File: config.mk
export PLATFORM = sky130hd
export DESIGN_NAME = censor_mask_ctrl
export DESIGN_NICKNAME = d
export VERILOG_FILES = /design/src/rtl/censor_mask_ctrl.sv
export SDC_FILE = /design/constraint.sdc
export NUM_CORES = 1
export LEC_CHECK = 0
export CAP_MARGIN = 20
export CORE_MARGIN = 2
export CORE_UTILIZATION = 55
export CTS_BUF_LIST = sky130_fd_sc_hd__clkbuf_4
export DETAILED_ROUTE_END_ITERATION = 12
export GPL_TIMING_DRIVEN = 0
export PLACE_DENSITY = 0.8
export SETUP_SLACK_MARGIN = 0.1
export SLEW_MARGIN = 20
export SYNTH_ARGS = -nofsm -noshare
export SYNTH_HDL_FRONTEND = slang
export SYNTH_SLANG_ARGS = --single-unit
export TNS_END_PERCENT = 10
File: constraint.sdc
create_clock -name clk -period 7.3 [get_ports clk]
set_clock_uncertainty 0.2 [all_clocks]
set_input_delay 0.73 -clock clk [delete_from_list [all_inputs] [get_ports clk]]
set_output_delay 0.73 -clock clk [all_outputs]
set_load 0.05 [all_outputs]
File: src/rtl/censor_mask_ctrl.sv
`default_nettype none
// ---------------------------------------------------------------------------
// censor_mask_ctrl: WORD_LEN-deep look-ahead window that flags every char of a
// censored word. Optional macro CENSOR_CASE_FOLD_EN folds A-Z for the compare.
// Revision: 1.0
// ---------------------------------------------------------------------------
module censor_mask_ctrl #(
  parameter int WORD_LEN = 4
) (
  input  logic                  clk,
  input  logic                  aresetn,
  input  logic [8*WORD_LEN-1:0] cfg_word,
  input  logic                  cfg_we,
  input  logic                  in_valid,
  input  logic [7:0]            in_char,
  output logic                  in_ready,
  output logic                  out_valid,
  output logic [7:0]            out_char,
  output logic                  out_mask,
  input  logic                  out_ready,
  output logic                  busy,
  output logic [15:0]           match_count
);

  localparam int CW = $clog2(WORD_LEN + 1);

  typedef enum logic [1:0] {
    IDLE   = 2'd0,
    FILL   = 2'd1,
    STREAM = 2'd2,
    DRAIN  = 2'd3
  } state_t;

  state_t                  state, state_nxt;
  logic [7:0]              win_char     [WORD_LEN];
  logic [WORD_LEN-1:0]     win_mask;
  logic [CW-1:0]           count;
  logic [8*WORD_LEN-1:0]   word;
  logic                    term_sent;

  logic                    out_free, acc, acc_data, acc_term, full_after, match, term_done;
  logic [7:0]              shifted_char [WORD_LEN];
  logic [WORD_LEN-1:0]     shifted_mask;
  logic [7:0]              popped_char  [WORD_LEN];
  logic [7:0]              post_char    [WORD_LEN];
  logic [WORD_LEN-1:0]     post_mask;

  function automatic logic [7:0] fold(input logic [7:0] c);
`ifdef CENSOR_CASE_FOLD_EN
    fold = (c >= 8'h41 && c <= 8'h5A) ? (c | 8'h20) : c;
`else
    fold = c;
`endif
  endfunction

  // Shifted view = window after the oldest leaves and in_char enters as newest.
  for (genvar g = 0; g < WORD_LEN; g++) begin : g_win
    if (g < WORD_LEN - 1) begin : g_mid
      assign shifted_char[g] = win_char[g+1];
      assign shifted_mask[g] = win_mask[g+1];
      assign popped_char[g]  = win_char[g+1];
    end else begin : g_last
      assign shifted_char[g] = in_char;
      assign shifted_mask[g] = 1'b0;
      assign popped_char[g]  = 8'h00;
    end
  end

  always_comb begin
    out_free   = !out_valid || out_ready;
    in_ready   = aresetn && out_free && (state != DRAIN);
    acc        = in_valid && in_ready;
    acc_term   = acc && (in_char == 8'h00);
    acc_data   = acc && (in_char != 8'h00);
    full_after = (state == STREAM) || ((state == FILL) && (count == CW'(WORD_LEN - 1)));
    term_done  = (state == DRAIN) && term_sent && out_valid && out_ready;
    busy       = (state != IDLE);
    post_mask  = '0;
    for (int i = 0; i < WORD_LEN; i++) begin
      if (state == STREAM) begin
        post_char[i] = shifted_char[i];
        post_mask[i] = shifted_mask[i];
      end else if (CW'(i) == count) begin
        post_char[i] = in_char;
        post_mask[i] = 1'b0;
      end else begin
        post_char[i] = win_char[i];
        post_mask[i] = win_mask[i];
      end
    end
    match = acc_data && full_after;
    for (int i = 0; i < WORD_LEN; i++) begin
      if (fold(post_char[i]) != fold(word[8*i +: 8])) match = 1'b0;
    end
  end

  always_comb begin
    state_nxt = state;
    case (state)
      IDLE:    if (acc_term) state_nxt = DRAIN;
               else if (acc_data) state_nxt = FILL;
      FILL:    if (acc_term) state_nxt = DRAIN;
               else if (acc_data && count == CW'(WORD_LEN - 1)) state_nxt = STREAM;
      STREAM:  if (acc_term) state_nxt = DRAIN;
      DRAIN:   if (term_done) state_nxt = IDLE;
      default: state_nxt = IDLE;
    endcase
  end

  always_ff @(posedge clk) begin
    if (!aresetn) state <= IDLE;
    else          state <= state_nxt;
  end

  always_ff @(posedge clk) begin
    if (!aresetn) begin
      for (int i = 0; i < WORD_LEN; i++) win_char[i] <= 8'h00;
      win_mask    <= '0;
      count       <= '0;
      word        <= '0;
      out_valid   <= 1'b0;
      out_char    <= 8'h00;
      out_mask    <= 1'b0;
      term_sent   <= 1'b0;
      match_count <= '0;
    end else begin
      if (state == IDLE && cfg_we) word <= cfg_word;
      if (match && match_count != 16'hFFFF) match_count <= match_count + 16'd1;
      if (out_valid && out_ready) out_valid <= 1'b0;

      if (acc_data) begin
        for (int i = 0; i < WORD_LEN; i++) win_char[i] <= post_char[i];
        // Overlapping matches: a new match sets all masks, never clears older ones.
        win_mask <= match ? '1 : post_mask;
        if (state == STREAM) begin
          out_valid <= 1'b1;
          out_char  <= win_char[0];
          out_mask  <= win_mask[0];
        end else begin
          count <= count + CW'(1);
        end
      end

      if (state == DRAIN) begin
        if (term_done) begin
          term_sent <= 1'b0;
        end else if (out_free) begin
          if (count != '0) begin
            for (int i = 0; i < WORD_LEN; i++) win_char[i] <= popped_char[i];
            win_mask  <= win_mask >> 1;
            count     <= count - CW'(1);
            out_valid <= 1'b1;
            out_char  <= win_char[0];
            out_mask  <= win_mask[0];
          end else if (!term_sent) begin
            out_valid <= 1'b1;
            out_char  <= 8'h00;
            out_mask  <= 1'b0;
            term_sent <= 1'b1;
          end
        end
      end
    end
  end

endmodule
`default_nettype wire

==> results.json, run 1 <==
{
  "crit_chain": "clkbuf_1 > inv_1 > ha_1 > or2_1 > buf_6 > mux2i_1 > xor2_1 > nand4_1 > a2111oi_2 > nand4_1 > buf_2 > clkbuf_1 > nor3_1 > mux2i_1",
  "grt_pass1_wl_um": 22100,
  "mostFrequentLayoutCell": "nand2_1",
  "mostFrequentLayoutCells": "nand2_1 (121), dfxtp_1 (76), clkdlybuf4s50_1 (72), a21oi_1 (55), nor2_1 (36)",
  "ys_seq_area_frac": 0.412,
  "clk_pin_slew_ps": 170,
  "arrival_ps": 4410,
  "leakage_nw": 2.41,
  "fin_ws_ps": 3110,
  "holdPathStages": 2,
  "holdPathEnd": "word[26]$_SDFFE_PN0P_",
  "use_met1": 0.385,
  "hold_path.class": "register to register",
  "gp_congestion": 0.903,
  "fin_util": 0.666,
  "gr-total-overflow": 0,
  "status": "finished clean",
  "setup_viol": 0,
  "finalSetupTns_ps": 0,
  "ir_drop_v": 0.000130,
  "yosys_warnings": 0,
  "hold_buffers": 0,
  "synthXorXnorAreaFrac": 0.0467,
  "finalHoldViolations": 0,
  "min_period_ps": 4190,
  "critPathCaptureType": "register",
  "fin_nets": 779,
  "drv_slew": 0,
  "yosysUniqueCellTypes": 53,
  "vias_per_cell": 5.84,
  "synth_compound_area_frac": 0.179,
  "synthToLayoutAreaGrowth_pct": 18.6,
  "grt_max_degree": 19,
  "muxShareOfSynthArea": 0.0628,
  "drtAntennaViolNets": 0,
  "cpPeakStageDelay_ps": 420,
  "max_freq_mhz": 239,
  "preCtsSetupSlack_ps": 2970,
  "die_y_um": 103,
  "io_pins": 73,
  "power_density_nw_per_um2": 247,
  "grt_pass1_vias": 4393,
  "clk-insertion-delay-late_ps": 460,
  "detail_route.wl_per_cell_um": 16.6,
  "postCtsSetupRepairBufs": 0,
  "numCtsBuffers": 9,
  "synthFlopType": "dfxtp_1",
  "critPathMaxFanout": 10,
  "cts_tree": "built",
  "portBuffers": 72,
  "first_iter_violations": 449,
  "worst-slew-pin-transition_ps": 919,
  "seqPwrFrac": 0.439,
  "reg2reg_depth": 14,
  "r2r-end": "match_count[11]$_SDFFE_PN0P_",
  "ys_seq_elements": 100,
  "grt-busiest-layer": "met2",
  "synth_area_um2": 5440,
  "p_int_mw": 0.949,
  "cts_resized": 0,
  "yosys.area_share.simple": 0.222,
  "fin_crit_sh": 0.574,
  "start_util": 0.561,
  "critical_path_class": "register to register",
  "synth_edf_count": 24,
  "vias": 5021,
  "met2_usage": 0.426,
  "wirelength_um": 14300,
  "cts_buffer_depth": 2,
  "max-cap-violations": 0,
  "rsz0062_at_grt": "false",
  "synth_top_family_by_area": "simple AND/OR/NAND/NOR gates",
  "cp.required_ps": 7520,
  "synthCells": 639,
  "synthAdderAreaFrac": 0.0276,
  "antenna_found_initial": 0,
  "p_sw_mw": 0.642,
  "dp_hpwl_um": 10900,
  "die_area_um2": 10700,
  "switching_share": 0.404,
  "htree_num_levels": 3,
  "start_kind": "register",
  "postSynthNetCount": 696,
  "diodes": 0,
  "met3_usage": 0.0410,
  "clkPwrFrac": 0.175,
  "die-width_um": 103,
  "n_fill_cell": 808,
  "track_usage": 0.270,
  "avgSynthCellArea_um2": 8.51,
  "max-slew-margin-rel": 0.380,
  "drc": 0,
  "hp-start": "word[26]$_SDFFE_PN0P_",
  "cts_sinks": 100,
  "r2r_start": "count[2]$_SDFF_PN0_",
  "reg2reg_slack_ps": 3110,
  "drive_above_1_share": 0.0468,
  "cp_slowest_cell": "dfxtp_1",
  "pwr-share-comb": 0.385,
  "dr.pass1.iters": 5,
  "root_buffer": "clkbuf_4",
  "synthArstFlopShare": 0,
  "core_um2": 9680,
  "placementRows": 36
}
[worst max-delay path by stage]
stage                        startpoint                      endpoint  slack (ps)  depth (start not counted)
floorplan           count[2]$_SDFF_PN0_  match_count[14]$_SDFFE_PN0P_        4130                         13
global placement                aresetn  match_count[10]$_SDFFE_PN0P_        2980                         11
detailed placement              aresetn  match_count[11]$_SDFFE_PN0P_        2970                         11
CTS                 count[2]$_SDFF_PN0_  match_count[11]$_SDFFE_PN0P_        3220                         14
global route        count[2]$_SDFF_PN0_  match_count[10]$_SDFFE_PN0P_        2950                         14
finish              count[2]$_SDFF_PN0_  match_count[11]$_SDFFE_PN0P_        3110                         14
[final cells by class]
type	count	area, µm²	share of cell area
tap	133	166	0.0258
inverter	26	97.6	0.0151
multi-input combinational	475	2930	0.454
timing repair buffer	72	721	0.112
sequential	100	2240	0.348
buffer	38	169	0.0262
clock inverter	7	57.6	0.00892
clock buffer	9	67.6	0.0105
[per-stage QoR]
stage | cell area (µm²) | hold slack, ps | std cells | power, mW
floorplan | 5440 | 242 | 639 | 1.13
global placement | 6320 | 253 | 844 | 1.29
global route | 6450 | 300 | 860 | 1.68
CTS | 6450 | 281 | 860 | 1.58
finish | 6450 | 278 | 860 | 1.59
detailed placement | 6320 | 261 | 844 | 1.31
[routing by layer]
layer	part of all wire	wire, µm	up-vias
met3	0.061	879	25
met1	0.46	6610	2340
li1	-	-	2443
met5	0	0	-
met2	0.45	6510	213
met4	0.022	318	0
[synthesized netlist by cell type, types with 2 or more instances]
library cell  instances  area share
xor2_1               28       0.045
o31ai_1               6      0.0083
a221o_1               2      0.0037
nand2_1             121       0.084
clkbuf_1             23       0.016
or4bb_1               6       0.012
nor4bb_1              2      0.0037
or4_1                 5      0.0069
nand3_1              17       0.016
a22o_1               24       0.039
a31oi_1               4      0.0046
dfxtp_1              76        0.28
inv_1                25       0.017
buf_2                 9      0.0083
nor3_1               11       0.010
o21ai_1               2      0.0018
a211oi_1              3      0.0041
and3_1                5      0.0058
o21ai_0              28       0.026
and2_1                5      0.0058
a21oi_1              55       0.051
edfxtp_1             24        0.13
nand4_1               4      0.0046
ha_1                 12       0.028
o311ai_0              6      0.0097
buf_4                 2      0.0028
a22oi_1               9       0.012
nor2b_1               8      0.0092
nand2b_1             10       0.012
nor2_1               36       0.025
or2_1                 2      0.0023
nor4_1               10       0.012
buf_1                 3      0.0021
o22ai_1               5      0.0058
mux2i_1              33       0.061
[logic make-up after synthesis]
| kind of cell | Yosys count |
|---|---|
| xor+xnor | 29 |
| fa+ha+maj | 12 |
| compound gates | 152 |
| mux | 34 |
| simple gates | 248 |
| flops | 100 |
| buf+inv | 64 |
[state kept, by name, indices dropped and copies added (netlist names)]
| signal | flops |
|---|---|
| win_char | 32 |
| word | 32 |
| match_count | 16 |
| out_char | 8 |
| win_mask | 4 |
| count | 3 |
| state | 2 |
| out_mask | 1 |
| out_valid | 1 |
| term_sent | 1 |
[worst max-delay path, delay by kind of cell, from the launching register on]
family	cells	cell delay, ps
flops	1	420
xor+xnor	1	180
mux	2	480
fa+ha+maj	1	290
buf+inv	5	1150
compound gates	1	420
simple gates	4	1010
[power by group through the flow]
stage	combinational [mW]	clock [mW]	sequential, mW
2_1_floorplan	0.428	0	0.701
3_3_place_gp	0.584	0	0.706
3_5_place_dp	0.602	0	0.709
4_1_cts	0.605	0.281	0.697
5_1_grt	0.670	0.300	0.706
6_report	0.613	0.279	0.699
Power figures use the tool's default switching activity.
==> run 2: changes to the inputs <==
--- a/config.mk
+++ b/config.mk
@@ -7,11 +7,11 @@
 export LEC_CHECK = 0
 export CAP_MARGIN = 20
 export CORE_MARGIN = 2
-export CORE_UTILIZATION = 55
+export CORE_UTILIZATION = 52
 export CTS_BUF_LIST = sky130_fd_sc_hd__clkbuf_4
 export DETAILED_ROUTE_END_ITERATION = 12
 export GPL_TIMING_DRIVEN = 0
-export PLACE_DENSITY = 0.8
+export PLACE_DENSITY = 0.79
 export SETUP_SLACK_MARGIN = 0.1
 export SLEW_MARGIN = 20
 export SYNTH_ARGS = -nofsm -noshare
==> constraint.sdc (replaced) <==
create_clock -name clk -period 3.8 [get_ports clk]
set_clock_uncertainty 0.2 [all_clocks]
set_input_delay 0.38 -clock clk [delete_from_list [all_inputs] [get_ports clk]]
set_output_delay 0.38 -clock clk [all_outputs]
set_load 0.05 [all_outputs]
==> results.json, run 2 (synthesis results as in run 1) <==
{
  "status": "finished clean",
  "dp_hpwl_um": 11000,
  "clk-insertion-delay-late_ps": 460,
  "r2r-end": "match_count[12]$_SDFFE_PN0P_",
  "finalSetupTns_ps": 0,
  "rsz0062_at_grt": "false",
  "hold_buffers": 0,
  "fin_nets": 783,
  "die_area_um2": 11300,
  "critical_path_class": "register to register",
  "cts_buffer_depth": 2,
  "cts_sinks": 100,
  "preCtsSetupSlack_ps": -184,
  "drt-met1-wl_um": 6440,
  "max_freq_mhz": 285,
  "dp_cells": 847,
  "mostFrequentLayoutCell": "nand2_1",
  "mostFrequentLayoutCells": "nand2_1 (121), dfxtp_1 (75), clkdlybuf4s50_1 (72), a21oi_1 (55), nor2_1 (36)",
  "highest_layer": "met4",
  "dr.pass1.iters": 5,
  "hp-start": "cfg_word[4]",
  "io_pins": 73,
  "arrival_ps": 3710,
  "route.met2.wl_um": 6990,
  "drive_above_1_share": 0.0725,
  "critPathLaunch": "count[2]$_SDFF_PN0_",
  "reg2reg_depth": 12,
  "grt_max_degree": 19,
  "placementRows": 37,
  "cts_tree": "built",
  "worst-path-stages": 12,
  "vias_per_cell": 5.87,
  "synthToLayoutAreaGrowth_pct": 21.8,
  "cpPeakStageDelay_ps": 500,
  "total_power_mw": 3.21,
  "final_area_um2": 6620,
  "max-slew-margin-rel": 0.589,
  "fin_crit_sh": 0.922,
  "drc": 0,
  "die_y_um": 106,
  "crit_chain": "clkbuf_4 > inv_1 > ha_1 > or2_1 > buf_6 > nor4_1 > nor3_1 > a2111oi_4 > nand4_1 > buf_4 > or4_1 > a21oi_1",
  "antenna_found_initial": 1,
  "grt_pass1_wl_um": 23500,
  "start_kind": "register",
  "wl_met3_um": 1090,
  "track_usage": 0.264,
  "hold_path.class": "input pin to register",
  "stdcell_count": 868,
  "ir_drop_v": 0.000253,
  "leakage_nw": 2.46,
  "cp.required_ps": 4010,
  "critPathCaptureType": "register",
  "htree_num_levels": 3,
  "first_iter_violations": 342,
  "drtAntennaViolNets": 0,
  "detail_route.wl_per_cell_um": 17.2,
  "setup_viol": 0,
  "cp-endpoint": "match_count[12]$_SDFFE_PN0P_",
  "numCtsBuffers": 9,
  "place_area_um2": 6330,
  "fin_ws_ps": 295,
  "path_delay_family": "simple AND/OR/NAND/NOR gates",
  "cp_slowest_cell": "or4_1",
  "finalHoldViolations": 0,
  "wirelength_um": 14900,
  "core_um2": 10200,
  "max-cap-violations": 0,
  "grt_pass1_vias": 4730,
  "min_period_ps": 3510,
  "r2r_start": "count[2]$_SDFF_PN0_",
  "vias": 5094,
  "gr-total-overflow": 0,
  "path_buf_inv": 4,
  "drv_slew": 0,
  "reg_top3": "win_char: 32 flops, word: 32 flops, match_count: 16 flops",
  "die-width_um": 106,
  "start_util": 0.531,
  "reg2reg_slack_ps": 290,
  "critPathMaxFanout": 10,
  "portBuffers": 72,
  "clk_pin_slew_ps": 170,
  "gp_congestion": 0.914,
  "root_buffer": "clkbuf_4",
  "worst-slew-pin-transition_ps": 607,
  "power_density_nw_per_um2": 485
}
## run 2: power breakdown
group          switching (mW)  internal, mW  leakage [nW]
sequential              0.114          1.23         0.874
clock                   0.397         0.213        0.0832
combinational           0.769         0.487          1.50
## run 2: worst reg2reg max path, delay by kind of cell, from the launching register on
family | cells | cell delay [ps]
flops | 1 | 400
buf+inv | 4 | 620
fa+ha+maj | 1 | 250
compound gates | 2 | 520
simple gates | 5 | 1450
## run 2: how the worst min path moves through the flow
stage / endpoint / slack [ps] / depth (start not counted)
global placement: win_mask[3]$_SDFF_PN0_ / 250 / 2
CTS: word[4]$_SDFFE_PN0P_ / 230 / 3
global route: word[3]$_SDFFE_PN0P_ / 230 / 3
detailed placement: win_mask[3]$_SDFF_PN0_ / 260 / 2
floorplan: win_mask[3]$_SDFF_PN0_ / 240 / 2
finish: word[4]$_SDFFE_PN0P_ / 230 / 3
## run 2: final cells by class
cell class / instances / area (µm²)
flip-flops and latches: 100 / 2250
clock inverters: 7 / 81.3
fillers: 868 / 3610
well taps: 136 / 170
repair buffers: 76 / 748
clock buffers: 9 / 67.6
diodes: 1 / 2.50
multi-input cells: 475 / 3020
inverters: 26 / 97.6
plain buffers: 38 / 193
## run 2: layer usage
metal	vias up	global-route usage
li1	2444	-
met1	2392	0.355
met2	225	0.432
met3	33	0.0399
met4	0	0.0959
met5	-	0
## run 2: repair_timing
action,4_1_cts,5_1_grt
gates resized for setup,10,29
endpoints found under the setup margin,20,20
cloned,0,1
setup buffers,1,2
pin swaps,1,3
## run 2: per-stage QoR
step / hold slack [ps] / util
floorplan: 242 / -
global placement: 252 / 0.619
detailed placement: 263 / 0.619
CTS: 226 / 0.637
global route: 228 / 0.647
finish: 233 / 0.647
